--- src/rtl/game_flow_pkg.sv ---
// rtl/game_flow_pkg.sv - shared types, defaults and screen ids for the pinball game-flow controller
package game_flow_pkg;

   typedef enum logic [2:0] {
      S_WELCOME   = 3'd0,
      S_PLAY      = 3'd1,
      S_PAUSE     = 3'd2,
      S_LEVEL_UP  = 3'd3,
      S_GAME_OVER = 3'd4,
      S_WIN       = 3'd5
   } game_state_t;

   localparam int DEF_LIFE_W        = 4;
   localparam int DEF_NUM_LEVELS    = 4;
   localparam int DEF_LEVEL_W       = 3;
   localparam int DEF_BANNER_CYCLES = 50000000;
   localparam int DEF_END_TIMEOUT   = 500000000;

   // Screen ids selected by the drawing mux.
   localparam logic [2:0] SCREEN_WELCOME   = 3'd0;
   localparam logic [2:0] SCREEN_GAME      = 3'd1;
   localparam logic [2:0] SCREEN_PAUSE     = 3'd2;
   localparam logic [2:0] SCREEN_BANNER    = 3'd3;
   localparam logic [2:0] SCREEN_GAME_OVER = 3'd4;
   localparam logic [2:0] SCREEN_WIN       = 3'd5;

   function automatic logic [2:0] screen_id(input game_state_t s);
      logic [2:0] id;
      id = SCREEN_WELCOME;
      case (s)
         S_PLAY:      id = SCREEN_GAME;
         S_PAUSE:     id = SCREEN_PAUSE;
         S_LEVEL_UP:  id = SCREEN_BANNER;
         S_GAME_OVER: id = SCREEN_GAME_OVER;
         S_WIN:       id = SCREEN_WIN;
         default:     id = SCREEN_WELCOME;
      endcase
      return id;
   endfunction

   // One spare bit above the largest terminal count keeps the compare unambiguous.
   function automatic int timer_width(input int banner, input int tout);
      int m;
      m = 2;
      if (banner > m) m = banner;
      if (tout > m) m = tout;
      return $clog2(m) + 1;
   endfunction

endpackage

--- src/rtl/flow_timer.sv ---
// rtl/flow_timer.sv - loadable/clearable up-counter with terminal-count compare
module flow_timer #(
   parameter int CNT_W = 8
) (
   input  logic             clk,
   input  logic             rst_n,
   input  logic             clr_i,
   input  logic             load_i,
   input  logic [CNT_W-1:0] load_val_i,
   input  logic             en_i,
   input  logic [CNT_W-1:0] tc_val_i,
   output logic [CNT_W-1:0] count_o,
   output logic             tc_o
);

   logic [CNT_W-1:0] count_q, count_d;

   always_comb begin
      count_d = count_q;
      if (clr_i) begin
         count_d = '0;
      end else if (load_i) begin
         count_d = load_val_i;
      end else if (en_i) begin
         count_d = count_q + CNT_W'(1);
      end
   end

   always_ff @(posedge clk or negedge rst_n) begin
      if (!rst_n) begin
         count_q <= '0;
      end else begin
         count_q <= count_d;
      end
   end

   assign count_o = count_q;
   assign tc_o    = (count_q == tc_val_i);

endmodule

--- src/rtl/game_flow_controller.sv ---
// rtl/game_flow_controller.sv - pinball game-flow FSM: welcome, play, pause, level-up, game-over, win
module game_flow_controller
   import game_flow_pkg::*;
#(
   parameter int LIFE_W        = DEF_LIFE_W,
   parameter int NUM_LEVELS    = DEF_NUM_LEVELS,
   parameter int LEVEL_W       = DEF_LEVEL_W,
   parameter int BANNER_CYCLES = DEF_BANNER_CYCLES,
   parameter int END_TIMEOUT   = DEF_END_TIMEOUT
) (
   input  logic              clk,
   input  logic              resetN,
   input  logic              keyStartPressed,
   input  logic              keyPausePressed,
   input  logic              keyRestartPressed,
   input  logic [LIFE_W-1:0] life,
   input  logic              levelCleared,
   output logic              start,
   output logic              game_end,
   output logic              freeze,
   output logic              paused,
   output logic              levelBannerOn,
   output logic              gameWon,
   output logic              screenWelcomeOperational,
   output logic [LEVEL_W-1:0] level
);

   localparam int CNT_W = timer_width(BANNER_CYCLES, END_TIMEOUT);
   localparam logic [CNT_W-1:0]   BANNER_TC  = CNT_W'(BANNER_CYCLES - 1);
   localparam logic [CNT_W-1:0]   END_TC     = (END_TIMEOUT == 0) ? '0 : CNT_W'(END_TIMEOUT - 1);
   localparam logic               END_EN     = (END_TIMEOUT != 0);
   localparam logic [LEVEL_W-1:0] LAST_LEVEL = LEVEL_W'(NUM_LEVELS - 1);

   game_state_t       state_q, state_d;
   logic [LEVEL_W-1:0] level_q, level_d;

   logic              timer_clr;
   logic              timer_en;
   logic [CNT_W-1:0]  timer_tc_val;
   logic [CNT_W-1:0]  timer_count;
   logic              timer_tc;

   always_comb begin
      state_d = state_q;
      level_d = level_q;
      case (state_q)
         S_WELCOME: begin
            if (keyStartPressed) begin
               state_d = S_PLAY;
               level_d = '0;
            end
         end
         S_PLAY: begin
            if (life == '0) begin
               state_d = S_GAME_OVER;
            end else if (levelCleared) begin
               if (level_q == LAST_LEVEL) begin
                  state_d = S_WIN;
               end else begin
                  state_d = S_LEVEL_UP;
                  level_d = level_q + LEVEL_W'(1);
               end
            end else if (keyPausePressed) begin
               state_d = S_PAUSE;
            end
         end
         S_PAUSE: begin
            if (keyRestartPressed) begin
               state_d = S_WELCOME;
            end else if (keyPausePressed) begin
               state_d = S_PLAY;
            end
         end
         S_LEVEL_UP: begin
            if (timer_tc) begin
               state_d = S_PLAY;
            end
         end
         S_GAME_OVER, S_WIN: begin
            if (keyRestartPressed) begin
               state_d = S_WELCOME;
            end else if (END_EN && timer_tc) begin
               state_d = S_WELCOME;
            end
         end
         default: begin
            state_d = S_WELCOME;
         end
      endcase
   end

   // Timer runs only on timed screens and restarts from zero on every state change.
   always_comb begin
      timer_en     = (state_q == S_LEVEL_UP) || (state_q == S_GAME_OVER) || (state_q == S_WIN);
      timer_clr    = (state_d != state_q) || !timer_en;
      timer_tc_val = (state_q == S_LEVEL_UP) ? BANNER_TC : END_TC;
   end

   flow_timer #(
      .CNT_W (CNT_W)
   ) u_timer (
      .clk        (clk),
      .rst_n      (resetN),
      .clr_i      (timer_clr),
      .load_i     (1'b0),
      .load_val_i ({CNT_W{1'b0}}),
      .en_i       (timer_en),
      .tc_val_i   (timer_tc_val),
      .count_o    (timer_count),
      .tc_o       (timer_tc)
   );

   always_ff @(posedge clk or negedge resetN) begin
      if (!resetN) begin
         state_q <= S_WELCOME;
         level_q <= '0;
      end else begin
         state_q <= state_d;
         level_q <= level_d;
      end
   end

   always_comb begin
      start                    = (state_q != S_WELCOME);
      game_end                 = (state_q == S_GAME_OVER) || (state_q == S_WIN);
      freeze                   = (state_q == S_PAUSE) || (state_q == S_LEVEL_UP) ||
                                 (state_q == S_GAME_OVER) || (state_q == S_WIN);
      paused                   = (state_q == S_PAUSE);
      levelBannerOn            = (state_q == S_LEVEL_UP);
      gameWon                  = (state_q == S_WIN);
      screenWelcomeOperational = (state_q == S_WELCOME);
      level                    = level_q;
   end

endmodule

--- config.mk ---
export PLATFORM = sky130hd
export DESIGN_NAME = game_flow_controller
export DESIGN_NICKNAME = d
export VERILOG_FILES = /design/src/rtl/game_flow_pkg.sv /design/src/rtl/flow_timer.sv /design/src/rtl/game_flow_controller.sv
export SDC_FILE = /design/constraint.sdc
export NUM_CORES = 1
export LEC_CHECK = 0
export BUFFER_PORTS_ARGS = -buffer_cell sky130_fd_sc_hd__buf_2
export CAP_MARGIN = 40
export CORE_ASPECT_RATIO = 0.75
export CORE_MARGIN = 2
export CORE_UTILIZATION = 45
export DETAILED_ROUTE_END_ITERATION = 16
export PLACE_DENSITY = 0.75
export SLEW_MARGIN = 10
export SYNTH_ARGS = -nofsm -noshare
export SYNTH_HDL_FRONTEND = slang
export SYNTH_SLANG_ARGS = --single-unit
--- constraint.sdc ---
create_clock -name clk -period 3.4 [get_ports clk]
set_input_delay 0.51 -clock clk [delete_from_list [all_inputs] [get_ports clk]]
set_output_delay 0.51 -clock clk [all_outputs]
set_load 0.02 [all_outputs]
==> impl_metrics.json <==
{
  "coreArea_mm2": 0.00439,
  "yosysSeqAreaShare": 0.447,
  "antenna_found_initial": 0,
  "rsz0062_at_grt": "no",
  "vdd_drop_max_v": 0.000262,
  "worstRegToRegCells": 5,
  "use_met1": 0.263,
  "worst-path-buf-inv": 0,
  "crit_type": "reg2reg",
  "nFillCells": 400,
  "leakage_uw": 0.000930,
  "hold_viol_final": 0,
  "cp_slowest_cell": "a22o_2",
  "vias": 1566,
  "synth_edf_count": 0,
  "wl_um": 4000,
  "htree_levels": 2,
  "wl_per_cell_um": 13.6,
  "cp_cell_sequence": "or4b_1, or3_1, o22ai_1, a22o_2, nor2_1",
  "synth_cell_types": 41,
  "busiest_layer": "met1",
  "setup_slack_ns": 1.21,
  "cts.repair.resized": 0,
  "track_usage": 0.178,
  "firstDrtPassIters": 4,
  "worstHoldPathType": "in2async",
  "tns_ns": 0,
  "cts_hold_buf": 0,
  "worstSkewPairLatency_ns": 0.29,
  "cts_buffer_depth": 2,
  "rows": 21,
  "met3_usage": 0.0520,
  "die_h_um": 61.9,
  "clk_pin_slew_ns": 0.08,
  "max_freq_mhz": 457,
  "cts_buffers": 5,
  "cp-end-kind": "register",
  "netlist.area_leader.share": 0.447,
  "dpl.hpwl_um": 2860,
  "clkSinkCount": 36,
  "ys_seq_elements": 36,
  "slowest_delay_ns": 0.51,
  "syn-num-nets": 231,
  "ys_warn_count": 0,
  "io_buffers": 19,
  "postCtsSetupBuffers": 0,
  "place_area_mm2": 0.00213,
  "cts-root-buf": "clkbuf_8",
  "drv_cap": 0,
  "grt_pass1_wl_um": 6640,
  "syn_avg_cell_area_um2": 9.23,
  "nNetsFinal": 249,
  "period_share": 0.643,
  "syn-cell-area_mm2": 0.00201,
  "die_area_mm2": 0.00503,
  "syn_to_final_growth_pct": 10.2,
  "synthTopCellsByCount": "nor2_1, dfrtp_1, xor2_1",
  "fin_crit_ns": 2.19,
  "synth.most_common_cell": "nor2_1",
  "grt_pass1_vias": 1384,
  "crit_fanout": 30,
  "start_util": 0.459,
  "pre_cts_ws_ns": 1.21,
  "grt_use_met2": 0.238,
  "drc_errors": 0,
  "netlist_instances": 218,
  "ys.flop_type": "dfrtp_1",
  "ys_async_sr_fraction": 1.00,
  "critical_path.top_delay_family": "simple AND/OR/NAND/NOR gates",
  "arrival_ns": 2.34,
  "chipWidth_um": 81.2,
  "relSlewSlack": 0.419,
  "slew_viol_final": 0,
  "required_ns": 3.55,
  "fin_worst_skew_ns": 0.00821,
  "powerDensity_mw_per_mm2": 520,
  "cts_tree": "built",
  "vias_per_cell": 5.33,
  "r2r_start": "u_timer.count_o[20]$_DFFE_PN0P_",
  "pin_count": 20,
  "worstMarginPinSlew_ns": 0.865,
  "diodes": 0,
  "r2r_slack_ns": 1.21,
  "grt_max_degree": 37,
  "setup_violations": 0,
  "critPathLaunchType": "register",
  "gp_congestion": 0.787,
  "drt_iter0_drc": 138,
  "yosysTopAreaCell": "dfrtp_1",
  "synth.area.top_cells": "dfrtp_1, xor2_1, nor2_1, nand4_1, xnor2_1",
  "run_status": "finished clean",
  "ant_nets": 0,
  "rr_endpoint": "u_timer.count_o[21]$_DFFE_PN0P_",
  "overflow": 0,
  "drive_gt1_frac": 0.143,
  "final_area_mm2": 0.00222
}
power breakdown:
group          internal, uW  leakage (uW)  switching [uW]  total, uW
clock network           162     0.0000510             150        312
logic                   115      0.000382             210        325
registers               465      0.000497            50.2        515
registers in the layout (all words and copies together), names as in the netlist:
register,flops
u_timer.count_o,30
state_q,3
level,3
worst reg2reg max path, cell delays in order, from the launching register on:
cell	delay, ns
dfrtp_1	0.42
or4b_1	0.50
or3_1	0.33
o22ai_1	0.16
a22o_2	0.51
nor2_1	0.14
worst max-delay path by stage:
stage	depth (start not counted)	slack, ns	from	endpoint
after floorplan	6	1.58	u_timer.count_o[17]$_DFFE_PN0P_	u_timer.count_o[5]$_DFFE_PN0P_
after global placement	5	1.25	u_timer.count_o[17]$_DFFE_PN0P_	u_timer.count_o[22]$_DFFE_PN0P_
after detailed placement	5	1.21	u_timer.count_o[20]$_DFFE_PN0P_	u_timer.count_o[21]$_DFFE_PN0P_
after CTS	5	1.19	u_timer.count_o[20]$_DFFE_PN0P_	u_timer.count_o[21]$_DFFE_PN0P_
after global routing	5	1.05	u_timer.count_o[20]$_DFFE_PN0P_	u_timer.count_o[10]$_DFFE_PN0P_
final	5	1.21	u_timer.count_o[20]$_DFFE_PN0P_	u_timer.count_o[21]$_DFFE_PN0P_
cell type report:
class                      instances  area [um2]  area share
clock buffer                       6        82.6      0.0372
clock inverter                     2        10.0     0.00451
inverter                           7        26.3      0.0118
multi-input combinational        167        1030       0.465
sequential                        36         901       0.406
tap                               57        71.3      0.0321
timing repair buffer              19        95.1      0.0429
per-stage QoR:
| step | hold slack [ns] | total power (uW) | std cells | util |
|---|---|---|---|---|
| 2_1_floorplan | 0.214 | 790 | 218 | - |
| 3_3_place_gp | 0.474 | 849 | 286 | 0.484 |
| 3_5_place_dp | 0.483 | 856 | 286 | 0.484 |
| 4_1_cts | 0.322 | 1170 | 294 | 0.506 |
| 5_1_grt | 0.365 | 1230 | 294 | 0.506 |
| 6_report | 0.299 | 1150 | 294 | 0.506 |
placed cells by master, fill, tap and decap left out, types with 2 or more instances in the layout:
cell type and n:
nor2_1 42, dfrtp_1 36, xor2_1 21, buf_2 19
nand2_1 17, nand4_1 16, nand3_1 12, xnor2_1 8
inv_1 7, clkbuf_8 6, and3_1 4, nor2b_1 3
or3_1 3, nor3_1 3, o21ai_0 3, ha_1 3
nand3b_1 2, nor3b_1 2, nor4bb_1 2, nor4_1 2
and4_2 2, a21oi_1 2, o211ai_1 2, nand2b_1 2
clkinv_2 2
cells by family after synthesis:
group	Yosys count	share of synthesized area
AO/OA/AOI/OAI	14	0.0466
XOR/XNOR	29	0.126
adder cells (fa/ha/maj)	3	0.0186
buffers and inverters	15	0.0398
flip-flops	36	0.447
multiplexers	1	0.00497
AND/OR/NAND/NOR	120	0.316
layer usage:
layer  vias up  share of wire
li1        793              -
met1       723           0.51
met2        41           0.41
met3         9          0.057
met4         0          0.020
met5         -              0
Note: power is estimated with default switching activity, not from simulation.
